## config.mk

```make
export PLATFORM = sky130hd
export DESIGN_NAME = fpm_issue_queue
export DESIGN_NICKNAME = d
export VERILOG_FILES = /design/src/rtl/fpm_issue_queue.sv
export SDC_FILE = /design/constraint.sdc
export NUM_CORES = 1
export LEC_CHECK = 0
export CORE_MARGIN = 4
export CORE_UTILIZATION = 49
export DETAILED_ROUTE_END_ITERATION = 10
export GPL_ROUTABILITY_DRIVEN = 1
export HOLD_SLACK_MARGIN = 0.03
export PLACE_DENSITY = 0.75
export SYNTH_ARGS = -nofsm -noshare
export SYNTH_HDL_FRONTEND = slang
export SYNTH_SLANG_ARGS = --single-unit
```

## constraint.sdc

```tcl
create_clock -name clk -period 3.8 [get_ports clk]
set_input_delay 0.76 -clock clk [delete_from_list [all_inputs] [get_ports clk]]
set_output_delay 0.76 -clock clk [all_outputs]
set_load 0.02 [all_outputs]
```

## src/rtl/fpm_issue_queue.sv

```systemverilog
// fpm_issue_queue: operand-pair FIFO that feeds a fixed-latency FP multiplier.
// Operands are issued from the head with flush-to-zero detection. A
// valid/tag shift register tracks each issued pair so the tag comes out
// aligned with the multiplier product.
module fpm_issue_queue #(
    parameter int unsigned DEPTH   = 4,
    parameter int unsigned TAG_W   = 4,
    parameter int unsigned LATENCY = 2
) (
    input  logic                   clk,
    input  logic                   rst,
    input  logic                   flush,
    input  logic                   in_valid,
    output logic                   in_ready,
    input  logic [31:0]            in_a,
    input  logic [31:0]            in_b,
    input  logic [TAG_W-1:0]       in_tag,
    input  logic                   issue_en,
    output logic [31:0]            issue_a,
    output logic [31:0]            issue_b,
    output logic                   issue_zero_a,
    output logic                   issue_zero_b,
    output logic                   issue_valid,
    output logic                   res_valid,
    output logic [TAG_W-1:0]       res_tag,
    output logic [$clog2(DEPTH):0] count
);

    localparam int unsigned PTR_W = $clog2(DEPTH);
    localparam int unsigned CNT_W = PTR_W + 1;
    localparam logic [CNT_W-1:0] FULL_CNT = CNT_W'(DEPTH);

    // Queue storage
    logic [31:0]      r_mem_a   [DEPTH];
    logic [31:0]      r_mem_b   [DEPTH];
    logic [TAG_W-1:0] r_mem_tag [DEPTH];

    // Queue control state
    logic [PTR_W-1:0] r_wptr;
    logic [PTR_W-1:0] r_rptr;
    logic [CNT_W-1:0] r_count;

    // Result tracking pipeline; the last stage drives res_valid/res_tag
    logic [LATENCY-1:0] r_sh_vld;
    logic [TAG_W-1:0]   r_sh_tag [LATENCY];

    // Combinational handshake and head view
    logic             w_push;
    logic             w_pop;
    logic             w_not_empty;
    logic [31:0]      w_head_a;
    logic [31:0]      w_head_b;
    logic [TAG_W-1:0] w_head_tag;
    logic             w_head_zero_a;
    logic             w_head_zero_b;

    assign w_not_empty = (r_count != '0);
    assign w_head_a    = r_mem_a[r_rptr];
    assign w_head_b    = r_mem_b[r_rptr];
    assign w_head_tag  = r_mem_tag[r_rptr];

    // Exponent all-zero covers true zero and denormals (flush-to-zero)
    assign w_head_zero_a = (w_head_a[30:23] == 8'h00);
    assign w_head_zero_b = (w_head_b[30:23] == 8'h00);

    // Acceptance is based on registered occupancy only, so a same-cycle pop
    // never opens a slot; this keeps in_ready off the issue_en path.
    assign in_ready    = (r_count < FULL_CNT) && !flush && !rst;
    assign issue_valid = w_not_empty && issue_en && !flush;

    assign w_push = in_valid && in_ready;
    assign w_pop  = issue_valid;

    assign issue_a      = issue_valid ? w_head_a : '0;
    assign issue_b      = issue_valid ? w_head_b : '0;
    assign issue_zero_a = issue_valid ? w_head_zero_a : 1'b1;
    assign issue_zero_b = issue_valid ? w_head_zero_b : 1'b1;

    assign count     = r_count;
    assign res_valid = r_sh_vld[LATENCY-1];
    assign res_tag   = r_sh_vld[LATENCY-1] ? r_sh_tag[LATENCY-1] : '0;

    // Write the offered pair and tag into the tail slot on a push
    always_ff @(posedge clk) begin
        if (w_push) begin
            r_mem_a[r_wptr]   <= in_a;
            r_mem_b[r_wptr]   <= in_b;
            r_mem_tag[r_wptr] <= in_tag;
        end
    end

    // Pointer and occupancy update; reset and flush both empty the queue
    always_ff @(posedge clk) begin
        if (rst || flush) begin
            r_wptr  <= '0;
            r_rptr  <= '0;
            r_count <= '0;
        end else begin
            if (w_push) begin
                r_wptr <= r_wptr + PTR_W'(1);
            end
            if (w_pop) begin
                r_rptr <= r_rptr + PTR_W'(1);
            end
            r_count <= r_count + CNT_W'(w_push) - CNT_W'(w_pop);
        end
    end

    // Track issued pairs through the multiplier latency; flush leaves in-flight entries alone
    always_ff @(posedge clk) begin
        if (rst) begin
            r_sh_vld <= '0;
            for (int unsigned i = 0; i < LATENCY; i++) begin
                r_sh_tag[i] <= '0;
            end
        end else begin
            r_sh_vld[0] <= issue_valid;
            r_sh_tag[0] <= issue_valid ? w_head_tag : '0;
            for (int unsigned i = 1; i < LATENCY; i++) begin
                r_sh_vld[i] <= r_sh_vld[i-1];
                r_sh_tag[i] <= r_sh_tag[i-1];
            end
        end
    end

endmodule

```

=== Word-level counts from Yosys, hierarchy flattened ===
Memories as Yosys holds them, arrays and structs flattened. A register that Yosys moved wholly into a read port is not among the register bits.
Cells that the tools add are included.
W data, S select, Z words.

* Memory bits (read-only): 0
* Input bits: 73
* Output and inout bits: 76
* Bits in latches: 0
* Word-level logic and storage cells: 45
* Register bits: 9
* Memory bits (writable): 280
* Memories kept: 4

* Shift-type cells: 0
* Bitwise logic cells: 2
* Add/sub/neg operators: 4
* Div/mod/pow operators: 0
* Equal/unequal tests: 0
* Mux-type cells: 19
* Multiply operators: 0
* Reduce and logical (&&, ||, !) cells: 11
* Magnitude comparators: 1

{| class="wikitable"
|+ Memories
! memory !! words !! width !! rd ports !! clocked after memory_dff !! write ports !! line !! source
|-
| r_mem_a || 4 || 32 || 1 || 1 || 1 || 34 || <nowiki>logic [31:0] r_mem_a [DEPTH];</nowiki>
|-
| r_mem_b || 4 || 32 || 1 || 1 || 1 || 35 || <nowiki>logic [31:0] r_mem_b [DEPTH];</nowiki>
|-
| r_mem_tag || 4 || 4 || 1 || 1 || 1 || 36 || <nowiki>logic [TAG_W-1:0] r_mem_tag [DEPTH];</nowiki>
|-
| r_sh_tag || 2 || 4 || 2 || 0 || 2 || 45 || <nowiki>logic [TAG_W-1:0] r_sh_tag [LATENCY];</nowiki>
|}

{| class="wikitable"
|+ Operators by type and width
! kind !! number
|-
| $mux W32 || 2
|-
| $logic_not A8 Y1 || 2
|-
| $mux W4 || 4
|-
| $mux W2 || 6
|-
| $mux W1 || 7
|-
| $logic_and A1 B1 Y1 || 5
|-
| $add A2 B1 Y2 const B || 2
|-
| $add A3 B1 Y3 || 1
|-
| $lt A3 B3 Y1 const B || 1
|-
| $reduce_bool A3 Y1 || 1
|-
| $sub A3 B1 Y3 || 1
|-
| $logic_not A1 Y1 || 2
|-
| $or A1 B1 Y1 || 2
|-
| $logic_or A1 B1 Y1 || 1
|}

=== Logic depth before layout (Yosys ltp) ===
Gate-level depths: netlist of the first run.

* Depth in word-level cells: 6
* Mapped depth: 12
* Mapped depth without buffers: 10

=== Worst setup path after synthesis of the first run ===
Ideal clock, no wire load.

* Path kind: in2reg
* Start: input port flush
* End: memory r_mem_a[1][0] (enable)
* Setup time: 433 ps
* Arrival time: 3206 ps
* Path buffers: 0
* Stages on the path: 2
* Data required time: 3367 ps
* Setup slack: 160 ps
* Path through: nor4b_1 > and2_1

* Longest elaborated chain between the ends: 6

{| class="wikitable"
|+ Ends and longest elaborated chain
! item !! line !! source
|-
| start, declared || 12 || <nowiki>input logic flush,</nowiki>
|-
| $logic_not A1 Y1 || 68 || <nowiki>assign in_ready = (r_count < FULL_CNT) && !flush && !rst;</nowiki>
|-
| $logic_and A1 B1 Y1 (2 in series) || 68 ||
|-
| $logic_and A1 B1 Y1 || 71 || <nowiki>assign w_push = in_valid && in_ready;</nowiki>
|-
| $mux W1 || 85 || <nowiki>if (w_push) begin</nowiki>
|-
| $mux W1 (implied by the code) || 86 || <nowiki>r_mem_a[r_wptr] <= in_a;</nowiki>
|-
| end, declared || 34 ||
|}

Every way passes these cells.

=== Worst setup path after layout of the first run ===
* Start: input port flush
* End: output port issue_b[23]

* Longest elaborated chain between the ends: 3

{| class="wikitable"
|+ Ends and longest elaborated chain
! item !! line !! source
|-
| $logic_not A1 Y1 || 69 || <nowiki>assign issue_valid = w_not_empty && issue_en && !flush;</nowiki>
|-
| $logic_and A1 B1 Y1 || 69 ||
|-
| $mux W32 || 75 || <nowiki>assign issue_b = issue_valid ? w_head_b : '0;</nowiki>
|-
| end, declared || 20 || <nowiki>output logic [31:0] issue_b,</nowiki>
|}

Every way passes these cells.

==> results.json, run 1 <==
{
  "io_buffers": 148,
  "core_region_area_um2": 21960,
  "seq_power_share_pct": 53.8,
  "synth.area.top_cells": "edfxtp_1 (74%), mux4_2 (14%), and2_1 (4.2%)",
  "vias": 5210,
  "synth_seq_cells": 291,
  "worstSetupPathType": "in -> out",
  "switching_power_mw": 1.195,
  "initial_utilization_pct": 50.24,
  "dr_wl_met3_mm": 1.008,
  "crit_path_end": "issue_b[23]",
  "antenna_found_initial": 1,
  "synth_top_family_by_area": "multiplexers",
  "placed_cell_area_um2": 12970,
  "wl_met2_mm": 10.76,
  "cts_sinks": 291,
  "yosysWarnings": 0,
  "areaGrowthSynthToFinish_pct": 27.08,
  "yosysUniqueCellTypes": 29,
  "synthArstFlopShare_pct": 0,
  "power.density_nw_per_um2": 469.1,
  "finalSetupViolCount": 0,
  "clock_latency_ps": 520,
  "final_cells": 988,
  "grt_max_degree": 59,
  "r2r_start": "count[1]",
  "clock.fmax_ghz": 0.2674,
  "die_h_um": 158.0,
  "synth_mux_area_share_pct": 13.88,
  "fin_nets": 767,
  "dpl.cell_count": 931,
  "crit_start": "flush",
  "fill_cells": 1437,
  "required_ps": 3040,
  "yosys.area_share.simple_pct": 5.682,
  "synth-edff-count": 272,
  "p_comb_share_pct": 3.1,
  "p_sw_share_pct": 18.18,
  "syn_avg_cell_area_um2": 21.63,
  "min_from": "r_sh_vld[0]",
  "syn-num-nets": 590,
  "maxCapViolations": 0,
  "regToRegSetupSlack_ps": 1090,
  "worst_pin_slew_ps": 442.6,
  "drt_first_iter_violations": 304,
  "rsz0062_at_grt": "false",
  "io_pins": 149,
  "synth_common_cells": "edfxtp_1 (272), and2_1 (74), mux4_2 (68)",
  "yosysTopAreaCellShare_pct": 74.04,
  "grt_usage_pct": 16.93,
  "cts_made_buffers": 29,
  "finalHoldViolCount": 0,
  "yosys.area_share.xor_xnor_pct": 0.2382,
  "wl_mm": 20.90,
  "multi_input_area_um2": 2338,
  "synthAdderAreaFrac_pct": 0.8620,
  "synth-seq-area-share_pct": 77.49,
  "max_slew_margin_pct": 70.26,
  "synth-compound-area-share_pct": 0.4423,
  "drtPass1Iterations": 4,
  "routedWlPerCell_um": 21.15,
  "place_congestion": 0.7096,
  "synth_area_um2": 11030,
  "skew_ps": 16.60,
  "clkPwrFrac_pct": 43.1,
  "p_leak_nw": 4.499,
  "yosys.cell_count.top_type": "edfxtp_1",
  "dp_hpwl_mm": 12.96,
  "min_period_ps": 3740,
  "status": "completed",
  "ff_latch_area_um2": 8556,
  "final_max_slew_viol_count": 0,
  "fin_tns_setup_ps": 0,
  "fin_crit_sh_pct": 98.42,
  "end_kind": "output pin",
  "yosys.area.top_type": "edfxtp_1",
  "drc": 0,
  "cp-start-kind": "input pin",
  "grt_pass1_vias": 5703,
  "intPower_mw": 5.381,
  "worstPathArrival_ps": 2980,
  "hold_path.class": "reg -> reg",
  "die_x_um": 158.0,
  "highest_layer": "met4",
  "die_area_um2": 24980,
  "clk_pin_slew_worst_paths_ps": 60,
  "ant_nets": 0,
  "reg2regPathDepth": 11,
  "wl_met1_mm": 8.624,
  "syn_inst": 510,
  "synth_top_flop_cell": "edfxtp_1",
  "ir_worst_vdd_v": 0.0003321,
  "final_area_um2": 14020,
  "via_per_inst": 5.273,
  "rows": 54,
  "cts.path.max_buffers": 3,
  "path_max_fanout": 29,
  "cts_tree": "built",
  "htreeDepth": 1,
  "ctsRootBufferMaster": "clkbuf_16",
  "r2r_end": "count[2]",
  "grt_pass1_wl_mm": 32.11,
  "layout-drive-gt1-share_pct": 20.08,
  "overflow": 0,
  "cts_hold_buf": 0
}
## worst max-delay path: stages
cell and delay [ps]:
clkdlybuf4s50_1 450, nand2b_1 240, or2_2 390, inv_2 120
buf_12 170, and2_1 200, clkdlybuf4s50_1 630
## area by class of cell
| cell class | count | area share, % |
|---|---|---|
| Clock inverter | 18 | 1.589 |
| Timing Repair Buffer | 171 | 12.69 |
| Antenna cell | 1 | 0.01785 |
| Tap cell | 280 | 2.499 |
| Sequential cell | 291 | 61.03 |
| Inverter | 8 | 0.2142 |
| Clock buffer | 33 | 5.283 |
| Multi-Input combinational cell | 186 | 16.68 |
## registers in the layout, indices dropped and copies added (netlist names), named ones only
name	cells
r_sh_vld	2
r_rptr	2
count	3
r_wptr	2
r_mem_b	128
r_mem_a	128
r_sh_tag	8
r_mem_tag	16
## per-stage QoR
stage	setup slack, ps	power [mW]	utilization (%)	hold slack [ps]
2_1_floorplan	160.3	3.673	-	413.8
3_3_place_gp	141.8	3.800	59.05	425.3
3_5_place_dp	103.9	3.812	59.05	424.8
4_1_cts	19.89	6.655	63.79	435.6
5_1_grt	5.246	6.817	63.85	458.0
6_report	59.91	6.577	63.85	435.7
## routing by layer
layer | global-route usage, % | up-vias
li1 | - | 2407
met1 | 22.22 | 2649
met2 | 29.59 | 123
met3 | 2.788 | 31
met4 | 4.793 | 0
met5 | 0 | -
## how the worst min path moves through the flow
| stage | slack, ps | endpoint | cells after the start |
|---|---|---|---|
| 2_1_floorplan | 410 | r_sh_tag[0][4] | 1 |
| 3_3_place_gp | 430 | r_sh_vld[1] | 1 |
| 3_5_place_dp | 420 | r_sh_vld[1] | 1 |
| 4_1_cts | 440 | r_sh_vld[1] | 1 |
| 5_1_grt | 460 | r_sh_tag[0][7] | 1 |
| 6_report | 440 | r_sh_vld[1] | 1 |
## placed cells by master, fill, tap and decap left out, types with 5 or more instances in the layout
cell / instances
edfxtp_1: 272
inv_1: 7
clkbuf_16: 29
mux4_2: 68
clkinv_1: 7
clkdlybuf4s50_1: 144
bufinv_16: 5
and2_1: 70
nor2b_1: 5
buf_4: 14
buf_12: 7
ha_1: 6
dfxtp_1: 17
nor2_1: 5
## power by group through the flow
stage | logic [mW] | registers (mW) | clock network [mW]
after floorplan | 0.0652 | 3.61 | 0
after global placement | 0.197 | 3.60 | 0
after detailed placement | 0.206 | 3.61 | 0
after CTS | 0.209 | 3.54 | 2.91
after global routing | 0.222 | 3.54 | 3.06
final | 0.206 | 3.54 | 2.83
## cell families after synthesis
group / count (synthesis)
DFF: 291
adders and majority gates: 7
xor gates and xnor gates: 3
buffers and inverters: 33
and+or+nand+nor: 100
muxes: 68
AOI/OAI and AO/OA: 8
## repair_timing
| action | 4_1_cts | 5_1_grt |
|---|---|---|
| cloned | 0 | 0 |
| hold endpoints to repair | 0 | 0 |
| endpoints found under the setup margin | 2 | 4 |
| resized for setup | 0 | 4 |
| setup buffers | 5 | 0 |
| pin swaps | 0 | 0 |
(Power assumes the default switching activity.)
==> run 2: changes to the inputs <==
--- a/config.mk
+++ b/config.mk
@@ -5,6 +5,7 @@
 export SDC_FILE = /design/constraint.sdc
 export NUM_CORES = 1
 export LEC_CHECK = 0
+export CORE_ASPECT_RATIO = 1.2
 export CORE_MARGIN = 4
 export CORE_UTILIZATION = 49
 export DETAILED_ROUTE_END_ITERATION = 10
==> run 2 against run 1 <==
Net effect: die area barely moved; wire length rose by 4.2%; clock skew fell by 6.4 ps; clock power fell by 2%; final area barely moved; non-clock buffer count rose by 2; total power fell by 0.92%; register-to-register slack improved by 70 ps; worst hold slack got worse by 2.8 ps; via count rose by 3.0%; critical endpoint is now issue_b[13]; largest power group unchanged.
==> results.json, run 2 (same netlist as run 1, synthesis figures left out) <==
{
  "initial_utilization_pct": 50.32,
  "min_from": "r_sh_tag[0][0]",
  "end_kind": "output pin",
  "intPower_mw": 5.307,
  "cts_tree": "built",
  "antenna_found_initial": 4,
  "htreeDepth": 1,
  "cts_sinks": 291,
  "cp_top_family": "buffers and inverters",
  "ir_worst_vdd_v": 0.0004008,
  "path_max_fanout": 39,
  "cts_made_buffers": 29,
  "core_region_area_um2": 21920,
  "routedWlPerCell_um": 22.10,
  "ctsRootBufferMaster": "clkbuf_16",
  "switching_power_mw": 1.209,
  "max_stage_delay_ps": 620,
  "grt_usage_pct": 17.33,
  "fill_cells": 1469,
  "cp_common_cell": "clkdlybuf4s50_1",
  "clock_latency_ps": 520,
  "regToRegSetupSlack_ps": 1160,
  "whs_ps": 432.8,
  "hold_path.class": "reg -> reg",
  "fin_nets": 769,
  "clk_pin_slew_worst_paths_ps": 60,
  "via_per_inst": 5.449,
  "io_pins": 149,
  "vias": 5367,
  "min_to": "r_sh_tag[0][4]",
  "drc": 0,
  "status": "completed",
  "layout-drive-gt1-share_pct": 20.42,
  "clock.fmax_ghz": 0.2688,
  "fin_crit_sh_pct": 97.91,
  "die_x_um": 145.0,
  "p_leak_nw": 4.504,
  "grt_pass1_wl_mm": 33.60,
  "maxCapViolations": 0,
  "worstSetupPathType": "in -> out",
  "clkPwrFrac_pct": 42.5,
  "r2r_start": "count[1]",
  "overflow": 0,
  "io_buffers": 148,
  "worst-path-buf-inv": 4,
  "path_cells": "clkdlybuf4s50_1 -> nand2b_1 -> or2_2 -> inv_2 -> buf_12 -> and2_1 -> clkdlybuf4s50_1",
  "place_congestion": 0.7266,
  "final_max_slew_viol_count": 0,
  "finalHoldViolCount": 0,
  "rsz0062_at_grt": "false",
  "r2r_end": "count[2]",
  "dp_hpwl_mm": 13.85,
  "power.density_nw_per_um2": 464.6,
  "reg2regPathDepth": 11,
  "seq_power_share_pct": 54.3,
  "drt_first_iter_violations": 348,
  "worstPathArrival_ps": 2960,
  "die_h_um": 172.4,
  "grt_pass1_vias": 5858,
  "fin_tns_setup_ps": 0,
  "p_comb_share_pct": 3.2,
  "critPathSlowestCell": "clkdlybuf4s50_1",
  "finalSetupViolCount": 0,
  "rows": 59,
  "required_ps": 3040,
  "p_sw_share_pct": 18.55,
  "areaGrowthSynthToFinish_pct": 27.13,
  "mostFrequentLayoutCell": "edfxtp_1",
  "worstHoldPathCells": 1,
  "worst_pin_slew_ps": 501.6,
  "layout_common_cells": "edfxtp_1 (272), clkdlybuf4s50_1 (145), and2_1 (70), mux4_2 (68), clkbuf_16 (29)",
  "cts.path.max_buffers": 3,
  "drtPass1Iterations": 5,
  "max_slew_margin_pct": 66.09,
  "cp-start-kind": "input pin",
  "top_regs": "r_mem_a x128, r_mem_b x128, r_mem_tag x16",
  "grt_max_degree": 40,
  "cts_hold_buf": 0,
  "skew_ps": 10.19,
  "wl_mm": 21.77,
  "die_area_um2": 24990,
  "ant_nets": 0,
  "min_period_ps": 3720
}
==> run 2: cell count changes in the layout (fill, tap and decap cells not counted) <==
cell / before / now
bufinv_16: 5 / 4
inv_6: 2 / 0
clkinvlp_4: 1 / 2
inv_8: 1 / 0
clkbuf_1: 4 / 5
clkdlybuf4s50_1: 144 / 145
dlymetal6s2s_1: 4 / 2
clkinv_2: 2 / 5
buf_12: 7 / 10
==> run 2: worst reg2reg max path: stages, from the launching register on <==
cell,delay [ps]
dfxtp_1,350
nor3_1,370
or2_2,250
inv_2,80
buf_12,170
ha_1,290
inv_1,40
ha_1,190
fa_1,410
xnor2_1,190
xnor2_1,140
nor2_1,60
==> run 2: layout make-up <==
cell class	count	area, µm²	share of cell area [%]
diodes	1	2.502	0.01784
repair buffers	173	1824	13.01
clock inverters	18	186.4	1.329
multi-input cells	186	2338	16.67
well taps	274	342.8	2.444
flip-flops and latches	291	8556	61.00
clock buffers	34	744.5	5.308
inverters	8	30.03	0.2141
==> run 2: metrics by stage <==
stage                     cell area, µm²  worst slack, ps  total power [mW]  utilization, %  std cells
after floorplan                    11030            160.3             3.673               -        510
after global placement             13020            127.1             3.803           59.37        928
after detailed placement           13020            86.50             3.817           59.37        928
after CTS                          14020            52.57             6.574           63.93        984
after global routing               14020            1.880             6.744           63.97        985
final                              14020            79.55             6.516           63.97        985
==> run 2: metal layers <==
metal  wire length (µm)  vias to the layer above  global-route usage (%)
met5                 34                        -                       0
met4                364                        6                   4.050
met3               1292                       33                   3.381
met2              11690                      155                   31.64
met1               8387                     2768                   21.78
li1                   -                     2405                       -
==> run 2: how the worst max path moves through the flow <==
stage / depth (start not counted) / end / startpoint
global placement: 7 / issue_b[13] / flush
global route: 5 / issue_zero_b / flop
detailed placement: 7 / issue_b[13] / flush
CTS: 5 / issue_zero_a / flop
floorplan: 2 / r_mem_a[1][0] / flush
finish: 7 / issue_b[13] / flush
==> run 2: power groups by stage <==
| stage | Combinational (mW) | Sequential [mW] | Clock, mW |
|---|---|---|---|
| 3_3_place_gp | 0.200 | 3.60 | 0 |
| 4_1_cts | 0.213 | 3.54 | 2.82 |
| 5_1_grt | 0.225 | 3.54 | 2.98 |
| 3_5_place_dp | 0.210 | 3.61 | 0 |
| 2_1_floorplan | 0.0652 | 3.61 | 0 |
| 6_report | 0.210 | 3.54 | 2.77 |
==> run 2: what timing repair did <==
action / 4_1_cts / 5_1_grt
setup buffers: 4 / 0
resized for setup: 0 / 2
endpoints found under the setup margin: 2 / 2
==> run 3: changes to the inputs <==
--- a/config.mk
+++ b/config.mk
@@ -5,13 +5,14 @@
 export SDC_FILE = /design/constraint.sdc
 export NUM_CORES = 1
 export LEC_CHECK = 0
+export ABC_AREA = 1
 export CORE_ASPECT_RATIO = 1.2
 export CORE_MARGIN = 4
-export CORE_UTILIZATION = 49
+export CORE_UTILIZATION = 50
 export DETAILED_ROUTE_END_ITERATION = 10
 export GPL_ROUTABILITY_DRIVEN = 1
 export HOLD_SLACK_MARGIN = 0.03
-export PLACE_DENSITY = 0.75
+export PLACE_DENSITY = 0.76
 export SYNTH_ARGS = -nofsm -noshare
 export SYNTH_HDL_FRONTEND = slang
 export SYNTH_SLANG_ARGS = --single-unit
==> run 3 against run 2 <==
Net effect: synthesized cell count increased by 81%; clock power decreased by 10%; first-iteration DRC count is 19% higher; sequential share of layout area increased by 0.071 points; sequential cell count unchanged; clock skew about the same; final area down 0.12%; register-to-register slack improved by 140 ps; die area is 0.60% higher; non-clock buffer count shrank 8; setup slack improved by 230 ps; largest cell class unchanged.
==> results.json, run 3 <==
{
  "status": "completed",
  "synth_top_family_by_area": "simple AND/OR/NAND/NOR gates",
  "grt_use_met3_pct": 3.381,
  "synth_seq_cells": 291,
  "power.density_nw_per_um2": 446.0,
  "regToRegSetupSlack_ps": 1300,
  "layout_common_cells": "edfxtp_1 (272), nor2_1 (240), clkdlybuf4s50_1 (148), nand2_1 (102), o21ai_0 (70)",
  "synthAdderAreaFrac_pct": 0.8394,
  "busiest_layer": "met2",
  "p_leak_nw": 4.811,
  "via_per_inst": 5.229,
  "overflow": 0,
  "grt_max_degree": 137,
  "top_regs": "r_mem_a x128, r_mem_b x128, r_mem_tag x16",
  "grt_pass1_vias": 7027,
  "skew_ps": 10.45,
  "rsz0062_at_grt": "false",
  "place_congestion": 0.7374,
  "use_met2_pct": 32.90,
  "synth_top_flop_cell": "edfxtp_1",
  "worstSetupPathType": "reg -> out",
  "required_ps": 3040,
  "vias": 7133,
  "yosys.area.top_type": "edfxtp_1",
  "diodes": 0,
  "dp_hpwl_mm": 13.15,
  "synth_common_cells": "edfxtp_1 (272), nor2_1 (244), nand2_1 (102)",
  "grt_pass1_wl_mm": 36.44,
  "max_stage_delay_ps": 650,
  "cts_made_buffers": 27,
  "drc": 0,
  "mostFrequentLayoutCell": "edfxtp_1",
  "dpl_worst_slack_ps": 350.7,
  "drt_first_iter_violations": 414,
  "synth_mux_area_share_pct": 0,
  "die_h_um": 172.9,
  "wl_mm": 23.38,
  "synth-edff-count": 272,
  "synth-compound-area-share_pct": 7.201,
  "synth-seq-area-share_pct": 75.46,
  "synth.area.top_cells": "edfxtp_1 (72%), nor2_1 (8.1%), nand2_1 (3.4%)",
  "routedWlPerCell_um": 17.14,
  "syn-num-nets": 1002,
  "drtPass1Iterations": 4,
  "grt_use_met1_pct": 22.36,
  "whs_ps": 400.0,
  "yosys.cell_count.top_type": "edfxtp_1",
  "clock_latency_ps": 530,
  "yosysWarnings": 0,
  "finalHoldViolCount": 0,
  "syn_avg_cell_area_um2": 12.29,
  "rows": 60,
  "grt_usage_pct": 18.19,
  "yosysTopAreaCellShare_pct": 72.10,
  "max_slew_margin_pct": 57.30,
  "ir_worst_vdd_v": 0.0003456,
  "initial_utilization_pct": 50.64,
  "synthArstFlopShare_pct": 0,
  "ctsRootBufferMaster": "clkbuf_16",
  "areaGrowthSynthToFinish_pct": 23.66,
  "r2r_start": "count[2]",
  "final_cells": 1364,
  "yosys.area_share.simple_pct": 13.08,
  "cts.path.max_buffers": 3,
  "maxCapViolations": 0,
  "fin_crit_sh_pct": 91.92,
  "core_region_area_um2": 22370,
  "cts_setup_buffers": 0,
  "cp-start-kind": "flop",
  "yosysUniqueCellTypes": 22,
  "cts_resized": 0,
  "layout-drive-gt1-share_pct": 5.806,
  "fin_util_pct": 62.62,
  "min_period_ps": 3493,
  "die_x_um": 145.4,
  "clock.fmax_ghz": 0.2863,
  "fin_nets": 1145,
  "htreeDepth": 1,
  "worst_pin_slew_ps": 640.5,
  "path_cells": "inv_4 -> buf_4 -> o21ai_0 -> a21oi_1 -> clkdlybuf4s50_1",
  "antenna_found_initial": 1,
  "finalSetupViolCount": 0,
  "cts_tree": "built",
  "io_pins": 149,
  "yosys.area_share.xor_xnor_pct": 0.1546,
  "syn_inst": 922,
  "final_max_slew_viol_count": 0,
  "setup_slack_ps": 307.0,
  "cts_hold_buf": 0,
  "total_power_mw": 6.248,
  "io_buffers": 148,
  "min_from": "r_sh_tag[0][3]",
  "critPathSlowestCell": "clkdlybuf4s50_1",
  "end_kind": "output pin",
  "cts_sinks": 291,
  "dpl.cell_count": 1315,
  "worstPathArrival_ps": 2730,
  "clk_pin_slew_worst_paths_ps": 60,
  "path_max_fanout": 62,
  "die_area_um2": 25140,
  "synth_area_um2": 11330,
  "hold_path.class": "reg -> reg",
  "ant_nets": 0
}
-- run 3: cell count changes after synthesis, moves of 53 or more --
cell / change
mux4_2: -68
nand2_1: +101
nor2_1: +239
o21ai_0: +69
and2_1: -74
a21oi_1: +53
-- run 3: report_power, final --
part | total, mW | internal [mW] | switching [mW]
sequential | 3.54 | 3.53 | 0.00749
combinational | 0.216 | 0.105 | 0.111
clock | 2.49 | 1.44 | 1.06
total | 6.25 | 5.07 | 1.18
-- run 3: critical path, delay by kind of cell, from the launching register on --
kind	cells	cell delay, ps
AO/OA/AOI/OAI	2	360
flip-flops	1	360
buffers and inverters	3	1470
-- run 3: kinds of logic (layout without fill, tap and decap cells) --
kind of cell,after synthesis,in the layout
xor gates and xnor gates,2,2
buffers and inverters,78,241
AOI/OAI and AO/OA,163,163
DFF,291,291
and+or+nand+nor,381,381
adders and majority gates,7,7
-- run 3: final timing paths --
check              endpoint  cells after the start
max reg2reg        count[2]                     11
min          r_sh_tag[0][7]                      2
max              issue_b[5]                      5
min reg2reg  r_sh_tag[0][7]                      2
-- run 3: through the flow --
| stage | cell area (µm²) | setup TNS, ps |
|---|---|---|
| finish | 14010 | 0 |
| global placement | 13180 | 0 |
| global route | 14010 | 0 |
| detailed placement | 13180 | 0 |
| CTS | 14010 | 0 |
| floorplan | 11330 | -252550 |
-- run 3: per-layer routing --
layer | routed length (µm) | part of all wire [%]
met1 | 9463 | 40
met2 | 11950 | 51
met3 | 1429 | 6.1
met4 | 525 | 2.2
met5 | 13 | 0.056
-- run 3: area by class of cell --
cell class	count	area [µm²]
Clock buffer	40	754.5
Clock inverter	9	71.32
Fill cell	1686	8363
Inverter	27	103.9
Multi-Input combinational cell	553	2452
Sequential cell	291	8556
Tap cell	279	349.1
Timing Repair Buffer	165	1722
